File: config.mk
export PLATFORM = sky130hd
export DESIGN_NAME = load_store_unit
export DESIGN_NICKNAME = d
export VERILOG_FILES = /design/src/rtl/load_store_unit.sv
export SDC_FILE = /design/constraint.sdc
export NUM_CORES = 1
export LEC_CHECK = 0
export CELL_PAD_IN_SITES_DETAIL_PLACEMENT = 1
export CELL_PAD_IN_SITES_GLOBAL_PLACEMENT = 2
export CORE_ASPECT_RATIO = 1.2
export CORE_UTILIZATION = 28
export DETAILED_ROUTE_END_ITERATION = 7
export PLACE_DENSITY_LB_ADDON = 0.1
export SLEW_MARGIN = 0
export SYNTH_ARGS = -nofsm -noshare
export SYNTH_HDL_FRONTEND = slang
export SYNTH_SLANG_ARGS = --single-unit
File: constraint.sdc
create_clock -name clock -period 6.5 [get_ports clock]
set_input_delay 1.3 -clock clock [delete_from_list [all_inputs] [get_ports clock]]
set_output_delay 1.3 -clock clock [all_outputs]
set_load 0.01 [all_outputs]
File: src/rtl/load_store_unit.sv
// ---------------------------------------------------------------------------
// load_store_unit
//
// Purpose:
//   Multi-cycle load/store unit sitting between a MIPS-style CPU and a
//   word-addressed data memory. The CPU issues one access at a time with
//   req, then stalls on busy. The unit handles byte/half/word loads with
//   sign or zero extension. Sub-word stores are done as read-modify-write
//   so that only the selected lane of the memory word changes. Byte order
//   is little-endian.
//
//   Access sequences (state after each clock edge):
//     load            : READ -> CAPT -> DONE -> IDLE
//     sw              : WRITE -> HOLD -> DONE -> IDLE
//     sb / sh         : READ -> CAPT -> WRITE -> HOLD -> DONE -> IDLE
//     misaligned (*)  : DONE -> IDLE
//
// Optional feature:
//   LSU_ALIGN_CHECK_EN -- when defined, a half access with addr[0]=1 or a
//   word access with addr[1:0]!=0 is flagged on misalign together with done.
//   No memory strobe is issued and rdata is left unchanged. When the macro
//   is not defined, misalign is tied low and the address bits below the
//   access size are ignored.
//
// Ports:
//   clock          in   1  rising-edge clock
//   reset          in   1  synchronous, active-high
//   req            in   1  start access, sampled only while busy=0
//   op             in   4  bit3 store, bit2 unsigned, bits1:0 size
//                          (00 byte, 01 half, 1x word)
//   addr           in  32  byte address
//   wdata          in  32  store data
//   busy           out  1  access in progress
//   done           out  1  one-cycle completion pulse
//   rdata          out 32  extended load result
//   misalign       out  1  misaligned flag, valid with done
//   mem_address    out 32  word index {2'b00, addr[31:2]}
//   mem_writeData  out 32  merged write word
//   mem_memWrite   out  1  write strobe
//   mem_memRead    out  1  read strobe
//   mem_readData   in  32  read word from data memory
// ---------------------------------------------------------------------------
module load_store_unit (
  input  logic        clock,
  input  logic        reset,
  input  logic        req,
  input  logic [3:0]  op,
  input  logic [31:0] addr,
  input  logic [31:0] wdata,
  output logic        busy,
  output logic        done,
  output logic [31:0] rdata,
  output logic        misalign,
  output logic [31:0] mem_address,
  output logic [31:0] mem_writeData,
  output logic        mem_memWrite,
  output logic        mem_memRead,
  input  logic [31:0] mem_readData
);

  typedef enum logic [2:0] {
    IDLE  = 3'd0,
    READ  = 3'd1,
    CAPT  = 3'd2,
    WRITE = 3'd3,
    HOLD  = 3'd4,
    DONE  = 3'd5
  } lsuState_t;

  lsuState_t   r_state;

  // Access parameters captured on the accepting edge, so that later changes
  // on op/addr/wdata cannot disturb the access in flight.
  logic        r_isStore;
  logic        r_isUnsigned;
  logic [1:0]  r_size;
  logic [1:0]  r_lane;
  logic [31:0] r_wdata;

  // Registered outputs
  logic [31:0] r_memAddress;
  logic [31:0] r_writeData;
  logic [31:0] r_rdata;
  logic        r_done;
  logic        r_memRead;
  logic        r_memWrite;

  logic        w_misaligned;
  logic        w_wordStore;

  // Selects the addressed lane of a memory word and extends it to 32 bits.
  // Word accesses ignore the lane bits entirely, so an unaligned word load
  // simply returns the containing word.
  function automatic logic [31:0] extractLoad(
    input logic [31:0] word,
    input logic [1:0]  size,
    input logic [1:0]  lane,
    input logic        isUnsigned
  );
    logic [7:0]  byteVal;
    logic [15:0] halfVal;
    logic [31:0] result;
    byteVal = word[{lane, 3'b000} +: 8];
    halfVal = word[{lane[1], 4'b0000} +: 16];
    case (size)
      2'b00:   result = isUnsigned ? {24'h000000, byteVal}
                                   : {{24{byteVal[7]}}, byteVal};
      2'b01:   result = isUnsigned ? {16'h0000, halfVal}
                                   : {{16{halfVal[15]}}, halfVal};
      default: result = word;
    endcase
    return result;
  endfunction

  // Replaces only the addressed lane of the captured word with store data.
  function automatic logic [31:0] mergeStore(
    input logic [31:0] word,
    input logic [31:0] data,
    input logic [1:0]  size,
    input logic [1:0]  lane
  );
    logic [31:0] result;
    result = word;
    case (size)
      2'b00:   result[{lane, 3'b000} +: 8]     = data[7:0];
      2'b01:   result[{lane[1], 4'b0000} +: 16] = data[15:0];
      default: result = data;
    endcase
    return result;
  endfunction

  // Word stores skip the read phase because nothing has to be preserved.
  assign w_wordStore = op[3] & op[1];

`ifdef LSU_ALIGN_CHECK_EN
  logic r_misalign;

  // Half needs addr[0]=0, word needs addr[1:0]=0; bytes are never misaligned.
  assign w_misaligned = (op[1:0] == 2'b01) ? addr[0]
                      : (op[1] ? (addr[1:0] != 2'b00) : 1'b0);
  assign misalign     = r_misalign;
`else
  assign w_misaligned = 1'b0;
  assign misalign     = 1'b0;
`endif

  // Main sequencer. Strobes and done are defaulted low every cycle and only
  // raised on the edge entering the state that owns them, which makes each
  // of them a single-cycle registered pulse. Reset wins over req and clears
  // every output register, aborting any access in flight.
  always_ff @(posedge clock) begin
    if (reset) begin
      r_state      <= IDLE;
      r_isStore    <= 1'b0;
      r_isUnsigned <= 1'b0;
      r_size       <= 2'b00;
      r_lane       <= 2'b00;
      r_wdata      <= 32'h0;
      r_memAddress <= 32'h0;
      r_writeData  <= 32'h0;
      r_rdata      <= 32'h0;
      r_done       <= 1'b0;
      r_memRead    <= 1'b0;
      r_memWrite   <= 1'b0;
`ifdef LSU_ALIGN_CHECK_EN
      r_misalign   <= 1'b0;
`endif
    end else begin
      r_done     <= 1'b0;
      r_memRead  <= 1'b0;
      r_memWrite <= 1'b0;
`ifdef LSU_ALIGN_CHECK_EN
      r_misalign <= 1'b0;
`endif
      case (r_state)
        IDLE: begin
          if (req) begin
            r_isStore    <= op[3];
            r_isUnsigned <= op[2];
            r_size       <= op[1:0];
            r_lane       <= addr[1:0];
            r_wdata      <= wdata;
            r_memAddress <= {2'b00, addr[31:2]};
            if (w_misaligned) begin
              r_state    <= DONE;
              r_done     <= 1'b1;
`ifdef LSU_ALIGN_CHECK_EN
              r_misalign <= 1'b1;
`endif
            end else if (w_wordStore) begin
              r_state     <= WRITE;
              r_memWrite  <= 1'b1;
              r_writeData <= wdata;
            end else begin
              r_state   <= READ;
              r_memRead <= 1'b1;
            end
          end
        end

        READ: begin
          r_state <= CAPT;
        end

        // Memory returns the word during CAPT; it is consumed on the edge
        // leaving CAPT, either as a load result or as the base for a merge.
        CAPT: begin
          if (r_isStore) begin
            r_writeData <= mergeStore(mem_readData, r_wdata, r_size, r_lane);
            r_memWrite  <= 1'b1;
            r_state     <= WRITE;
          end else begin
            r_rdata <= extractLoad(mem_readData, r_size, r_lane, r_isUnsigned);
            r_done  <= 1'b1;
            r_state <= DONE;
          end
        end

        WRITE: begin
          r_state <= HOLD;
        end

        HOLD: begin
          r_done  <= 1'b1;
          r_state <= DONE;
        end

        // req is deliberately not looked at here; the CPU must see busy low
        // before a new access can be accepted.
        DONE: begin
          r_state <= IDLE;
        end

        default: begin
          r_state <= IDLE;
        end
      endcase
    end
  end

  assign busy          = (r_state != IDLE);
  assign done          = r_done;
  assign rdata         = r_rdata;
  assign mem_address   = r_memAddress;
  assign mem_writeData = r_writeData;
  assign mem_memWrite  = r_memWrite;
  assign mem_memRead   = r_memRead;

endmodule

# Word level (Yosys, flattened, before mapping)
# Index checks and enable logic that the tools add are counted.
[word_totals] reg_bits=138 latchBits=0 mem_bits_rw=0 romBits=0 input_bits=103 word_cells=61 memories=0
[classes] addsub=2 multipliers=0 n_div=0 n_lt_le_gt_ge=0 eq_ne=8 shift=6 mux=21 bitwise=4 reduce_logical=8
[op_table] op="case mux 32 bit (2 select lines)" count=3
[op_table] op="2-to-1 mux 32 bit" count=5
[op_table] op="bitwise mux 32 bit" count=2
[op_table] op="variable shift 16 x 7 -> 32 bit (first input constant)" count=1
[op_table] op="variable shift 8 x 7 -> 32 bit (first input constant)" count=1
[op_table] op="indexed part select 16 x 7 -> 32 bit" count=1
[op_table] op="indexed part select 32 x 6 -> 16 bit" count=1
[op_table] op="indexed part select 32 x 6 -> 8 bit" count=1
[op_table] op="indexed part select 8 x 7 -> 32 bit" count=1
[op_table] op="case mux 3 bit (5 select lines)" count=1
[op_table] op="negation 5 -> 7 bit" count=2
[op_table] op="equality test 3 x 2 -> 1 bit (second input constant)" count=2
[op_table] op="2-to-1 mux 3 bit" count=2
[op_table] op="!= test 2 bit (second input constant)" count=3
[op_table] op="2-to-1 mux 1 bit" count=5
[op_table] op="case mux 1 bit (2 select lines)" count=2
[op_table] op="AND reduction 2 bit" count=2
[op_table] op="AND reduction 4 bit" count=1
[op_table] op="equality test 3 x 1 -> 1 bit (second input constant)" count=1
[op_table] op="equality test 3 bit (second input constant)" count=1
[op_table] op="logical NOT 3 bit" count=1
[op_table] op="inverter 1 bit" count=3
[op_table] op="nonzero test 3 bit" count=1
[op_table] op="OR reduction 3 bit" count=1
[op_table] op="other kinds (5)" count=5

# Longest topological paths before layout
[logic_depth] ltp_word=6 ltp_mapped=9

# Worst setup path before layout
# Ideal clock, no wire load.
[synth_timing] path_kind="input to register" startpoint="input port mem_readData[23]" endpoint="register r_rdata[20] (netlist: rdata[20])" setup_time_ns=0.134 arrival_ns=2.257 required_ns=6.366 path_slack_ns=4.109 cell_stages=4 path_cell_list="mux4_2 a21oi_2 buf_4 a211oi_1"
[synth_between] elab_chain_len=3
[synth_lines] element="from (decl)" line="58" text="input logic [31:0] mem_readData"
[synth_lines] element="indexed part select 32 x 6 -> 8 bit" line="103" text="byteVal = word[{lane, 3'b000} +: 8];"
[synth_lines] element="2-to-1 mux 32 bit" line="106" text="2'b00: result = isUnsigned ? {24'h000000, byteVal}"
[synth_lines] element="case mux 32 bit (2 select lines)" line="105" text="case (size)"
[synth_lines] element="to (signal assigned)" line="213" text="r_rdata <= extractLoad(mem_readData, r_size, r_lane, r_isUnsigned);"
[synth_lines] element="to (decl)" line="83" text="logic [31:0] r_rdata;"
# Every way passes these cells.
# A chain may end at the register's enable or synchronous reset.

# Worst setup path after layout
[layout_timing] startpoint="input port req" endpoint="register r_writeData[19] (netlist: mem_writeData[19])"
[layout_between] elab_chain_len=2
[layout_lines] element="from (decl)" line="46" text="input logic req,"
[layout_lines] element="!= test 2 bit (no source line)"
[layout_lines] element="AND reduction 4 bit (no source line)"
[layout_lines] element="to (signal assigned)" line="193" text="r_writeData <= wdata;"
[layout_lines] element="to (signal assigned)" line="209" text="r_writeData <= mergeStore(mem_readData, r_wdata, r_size, r_lane);"
[layout_lines] element="to (decl)" line="82" text="logic [31:0] r_writeData;"
# Every way passes these cells.

==> results.py <==
metrics = {
    "outcome": {
        "status": "complete, but fails checks",
        "failed_checks": "design-rule violations",
    },
    "placement": {
        "dp_slack_ns": 2.78,
        "place_inst": 1181,
        "dp_hpwl_um": 18100,
        "place_congestion": 0.820,
        "io_buffer_count": 200,
    },
    "hold_path": {
        "hold_class": "reg2reg",
        "min_from": "mem_writeData[30]$_SDFFE_PP0P_",
        "worstHoldEndpoint": "mem_writeData[30]$_SDFFE_PP0P_",
        "hold_depth": 2,
    },
    "routing": {
        "avgRoutedWirePerCell_um": 20.9,
        "firstDrtPassIters": 8,
        "drt-vias-per-instance": 5.37,
        "wl_um": 25300,
        "vias": 6508,
        "final_antenna_net_count": 0,
        "drt_iter0_markers": 380,
        "drc_errors": 14,
    },
    "worst_setup_path": {
        "crit_type": "in2reg",
        "rr_startpoint": "r_lane[0]$_SDFFE_PP0P_",
        "worstPathArrival_ns": 3.59,
        "r2r-end": "mem_writeData[7]$_SDFFE_PP0P_",
        "worst-endpoint-required_ns": 6.79,
        "crit_path_end_kind": "register",
        "reg2reg_depth": 6,
        "cp_max_fo": 25,
        "r2r_slack_ns": 3.43,
        "critPathLaunchType": "input port",
    },
    "synth": {
        "ys_seq_area_share_pct": 43.7,
        "async_flop_share_pct": 0,
        "syn_area_sq_um": 6320,
        "ys_warn_count": 0,
        "synth_cell_type_count": 54,
        "yosys_register_bits": 138,
        "synth_edf_count": 0,
        "syn_area_per_cell_sq_um": 8.23,
        "synth_flop_cell": "dfxtp_1",
        "syn_inst": 768,
    },
    "clocking": {
        "clk_pin_slew_worst_paths_ns": 0.06,
        "cts_hold_buf": 0,
        "clock-sinks": 138,
        "cts_max_level": 4,
        "cts_buffers": 17,
        "clockRootBuffer": "clkbuf_16",
        "cts_tree": "built",
        "postCtsSetupBuffers": 0,
        "cts.repair.resized": 0,
        "clkLatencyLatePin_ns": 0.42,
        "cts_buffer_depth": 2,
    },
    "floorplanning": {
        "initial_utilization_pct": 28.8,
        "core_sq_um": 21900,
        "floorplan.rows": 59,
        "ios": 204,
        "die_height_um": 167,
        "die-area_sq_um": 23200,
        "die_x_um": 139,
    },
    "layout": {
        "antennaDiodeCount": 0,
        "final_nets": 1034,
        "layout.cells.non_filler": 1211,
        "drive_gt1_share_pct": 6.94,
        "syn2layout_area_growth_pct": 42.3,
        "final_util_pct": 41.0,
    },
    "grt": {
        "gr-max-usage-layer": "met2",
        "gr-usage-met3_pct": 5.12,
        "gr-usage-met2_pct": 38.3,
        "use_met1_pct": 26.1,
        "grtUsageTotal_pct": 21.9,
        "grt_pass1_wl_um": 38900,
        "grt_max_degree": 94,
        "grt-ovfl-total": 0,
        "first_global_vias": 6677,
        "antenna_found_initial": 0,
    },
    "timing": {
        "fmax_ghz": 0.303,
        "setup_slack_ns": 3.20,
        "worst_slew_margin_rel_pct": 29.6,
        "worstMarginPinSlew_ns": 1.06,
        "rsz0062_at_grt": "false",
        "fin_crit_sh_pct": 50.8,
        "tns_ns": 0,
        "setup_violations": 0,
        "min_period_ns": 3.30,
        "finalHoldViolations": 0,
        "clock-skew-final_ns": 0.00900,
        "slew_violations": 0,
    },
    "power": {
        "power.leakage_nw": 3.11,
        "powerDensity_nw_per_um2": 298,
        "peakVddDrop_mv": 0.205,
    },
    "run": {
        "maxCapViolCount": 0,
    },
}
[worst max-delay path, stage by stage]
cell and delay (ns):
clkdlybuf4s50_1 0.48, and4b_1 0.23, o21ai_1 0.63, inv_1 0.62, o21ai_0 0.21, o21ai_0 0.10
[metrics by stage]
| stage | total power [mW] | hold WS, ns | area, sq um |
|---|---|---|---|
| final | 2.68 | 0.456 | 8990 |
| after global routing | 2.81 | 0.475 | 8990 |
| after CTS | 2.71 | 0.459 | 8990 |
| after detailed placement | 1.68 | 0.451 | 8390 |
| after global placement | 1.66 | 0.442 | 8390 |
| after floorplan | 1.37 | 0.436 | 6330 |
[power breakdown]
group | internal, mW | leakage, nW | switching [mW]
logic | 0.292 | 1.69 | 0.357
registers | 0.935 | 1.13 | 0.0783
clock network | 0.637 | 0.288 | 0.383
[registers in the layout, indices dropped and copies added, names as in the netlist]
| register | cells |
|---|---|
| mem_writeData | 32 |
| r_wdata | 32 |
| rdata | 32 |
| mem_address | 30 |
| r_state | 3 |
| r_lane | 2 |
| r_size | 2 |
| done | 1 |
| mem_memRead | 1 |
| mem_memWrite | 1 |
| r_isStore | 1 |
| r_isUnsigned | 1 |
[worst max path at each step]
stage,slack (ns),start,endpoint,cells past startpoint
3_5_place_dp,2.78,req,mem_writeData[19]$_SDFFE_PP0P_,6
5_1_grt,2.98,req,mem_writeData[29]$_SDFFE_PP0P_,6
6_report,3.20,req,mem_writeData[19]$_SDFFE_PP0P_,6
3_3_place_gp,2.91,req,mem_writeData[7]$_SDFFE_PP0P_,6
4_1_cts,3.22,req,mem_writeData[19]$_SDFFE_PP0P_,6
2_1_floorplan,4.11,mem_readData[23],rdata[20]$_SDFFE_PP0P_,4
[area by class of cell]
type,count,area (sq um)
Sequential cell,138,2760
Multi-Input combinational cell,554,3200
Clock buffer,18,429
Clock inverter,12,175
Timing Repair Buffer,208,2060
Fill cell,2562,12900
Tap cell,274,343
Inverter,7,26.3
[synthesized netlist by cell type (4+ instances only)]
master    number  area (sq um)
a211oi_1      31           233
a21oi_1       69           345
a221o_1        7          70.1
a221o_2        6          67.6
a221oi_1      37           324
a311oi_1       6          52.6
buf_2         22           110
buf_4          6          45.0
buf_6          4          45.0
clkbuf_1      35           131
dfxtp_1      138          2760
ha_1           5          62.6
inv_1          7          26.3
mux4_2         9           203
nand2_1      202           758
nand2b_1       5          31.3
nand4b_1       8          70.1
nor2_1        49           184
nor2b_1       13          81.3
nor3_1         7          35.0
o21ai_0       47           235
o21ai_1       10          50.1
[cell families (layout without fill, tap and decap cells)]
kind of cell	count (synthesis)	in the layout	synth area share [%]
simple gates	303	303	20.9
fa+ha+maj	5	5	0.990
mux	11	11	3.52
buf+inv	78	245	6.12
other cells	1	3	0.0593
compound gates	232	232	24.7
flops	138	138	43.7
[metal layers]
metal	wire length [um]	vias to the layer above
li1	-	3048
met1	10700	3215
met2	12500	214
met3	1310	31
met5	0	-
met4	695	0
[placed cells by master (no fill, tap or decap), types with 13 or more instances in the layout]
master / n
a211oi_1: 31
clkdlybuf4s50_1: 199
nor2_1: 49
o21ai_0: 47
a21oi_1: 69
a221oi_1: 37
nand2_1: 201
nor2b_1: 13
clkbuf_16: 17
dfxtp_1: 137
No activity file was read; power rests on OpenSTA's default activity.
==> edit (same settings) <==
Register the output `mem_address` once more; this adds one clock of latency there. The other outputs are not delayed to match.
--- a/src/rtl/load_store_unit.sv
+++ b/src/rtl/load_store_unit.sv
@@ -242,5 +242,7 @@
   assign done          = r_done;
   assign rdata         = r_rdata;
-  assign mem_address   = r_memAddress;
+  always_ff @(posedge clock) begin
+    mem_address <= r_memAddress;
+  end
   assign mem_writeData = r_writeData;
   assign mem_memWrite  = r_memWrite;
Behaviour: not the same (Yosys sat finds a counterexample within 4 cycles, from zero or initial values and one cycle with reset high).
==> edit against the unedited design <==
- wire length is 1.7% higher
- power is 7.4% higher
- synthesized area is 9.5% higher
- register-to-register slack better by 0.12 ns
- die area is 9.4% higher
- hold slack worse by 0.10 ns
- synthesized cell count is 3.9% higher
- count of clock-buffer cells in the layout stayed put
- sequential cell count is 30 higher
- cell area is 7.1% higher
- critical path depth stayed put
- clock power hardly changed
- worst setup slack worse by 0.081 ns
- critical path type unchanged
- critical endpoint is now mem_writeData[7]
- highest routed layer is now met5
==> edit: results (changes against the unedited design) <==
[status]
status = completed  ; was complete, but fails checks

[power]
total_leakage_power_nw = 3.36  ; was 3.11 nW
power.switching_mw = 0.926  ; was 0.818 mW
max-vdd-ir-drop_mv = 0.190  ; was 0.205 mV

[clocking]
max-clock-path-buffers = 2  ; unchanged
insertion_delay_ns = 0.44  ; was 0.42 ns
cts_setup_buffers = 0  ; unchanged
cts-htree-levels = 4  ; unchanged
ctsRootBufferMaster = clkbuf_16  ; unchanged
cts_resized = 0  ; unchanged
numCtsBuffers = 17  ; unchanged
clk_pin_slew_ns = 0.07

[worst_setup_path]
critPathMaxStageDelay_ns = 0.69  ; was 0.63 ns
slowest_stage = o21ai_1  ; unchanged
cp.arrival_ns = 3.67  ; was 3.59 ns
cp_max_fo = 25  ; unchanged

[layout]
final_nets = 1064  ; was 1,034
layout-drive-gt1-share = 0.0702  ; was 0.0694
num_antenna_cells = 0  ; unchanged
stdcell_count = 1289  ; was 1,211

[yosys]
yosysSeqAreaShare = 0.486  ; was 0.437
syn-mean-instance-area_um2 = 8.68  ; was 8.23 um^2
synth_flop_cell = dfxtp_1  ; unchanged
ys_async_sr_fraction = 0  ; unchanged
synth_area_leaders = dfxtp_1, nand2_1, a21oi_1  ; unchanged
ys_top_cells_by_count = nand2_1, dfxtp_1, a21oi_1  ; unchanged
yosysWarnings = 0  ; unchanged
ys_types = 54  ; unchanged

[route]
drc_errors = 0  ; was 14
firstDrtPassIters = 4  ; was 8
wirelength_um = 25700  ; was 25,300 um
vias = 6595  ; was 6,508
first_iter_violations = 309  ; was 380

[grt]
antenna_found_initial = 1  ; was 0
grt_pass1_vias = 6922  ; was 6,677
track_usage = 0.206  ; was 0.219
grt_pass1_wl_um = 40000  ; was 38,900 um
grt_max_degree = 69  ; was 94

[timing]
tns_ns = 0  ; unchanged
finClkSkew_ns = 0.00905  ; was 0.00900 ns
worst_pin_slew_ns = 0.966  ; was 1.06 ns

[place]
gp_routability_congestion = 0.810  ; was 0.820
place_ws_ns = 2.67  ; was 2.78 ns
port_buffers = 200  ; unchanged
dp_hpwl_um = 18500  ; was 18,100 um
placed_area_um2 = 9050  ; was 8390 um^2

[worst_hold_path]
holdCritPathClass = reg2reg  ; unchanged

## edit: cell types whose count changed after synthesis, sizes merged
cell,before,now
dfxtp,138,168
## edit: cells by family (layout without fill, tap and decap cells)
logic type / Yosys count / count (layout) / synth area share
other cells: 1 / 3 / 0.000542
simple gates: 303 / 303 / 0.191
flops: 168 / 168 / 0.486
fa+ha+maj: 5 / 5 / 0.00904
compound gates: 232 / 232 / 0.226
buf+inv: 78 / 247 / 0.0558
mux: 11 / 11 / 0.0322
## edit: power by group through the flow
stage	combinational, mW	sequential [mW]	clock (mW)
floorplan	0.340	1.23	0
global placement	0.644	1.23	0
detailed placement	0.657	1.24	0
CTS	0.660	1.21	1.05
global route	0.713	1.23	1.09
finish	0.650	1.21	1.02
## edit: area by class of cell
type | instances | area, um^2
Timing Repair Buffer | 208 | 2060
Sequential cell | 168 | 3360
Clock inverter | 14 | 149
Tap cell | 320 | 400
Inverter | 7 | 26.3
Clock buffer | 18 | 439
Multi-Input combinational cell | 554 | 3200
Fill cell | 2780 | 14500
## edit: routing by layer
| layer | share of wire | wire length [um] | global-route usage |
|---|---|---|---|
| met1 | 0.43 | 10900 | 0.245 |
| met5 | 0.00051 | 13 | 0 |
| met3 | 0.061 | 1580 | 0.0533 |
| met4 | 0.056 | 1430 | 0.132 |
| met2 | 0.46 | 11700 | 0.331 |
## edit: worst paths after layout
| check | start | end | slack (ns) | cells past startpoint |
|---|---|---|---|---|
| worst min register to register | r_memAddress[24] | mem_address[24] | 0.35 | 0 |
| worst max-delay path | req | mem_writeData[7] | 3.12 | 6 |
| worst min-delay path | r_memAddress[24] | mem_address[24] | 0.35 | 0 |
| worst max register to register | r_lane[0] | mem_writeData[7] | 3.55 | 6 |
## edit: worst max-delay path, delay by kind of cell
kind                   cells  cell delay (ns)
AND/OR/NAND/NOR            1             0.22
buffers and inverters      2             1.12
AO/OA/AOI/OAI              3             1.00
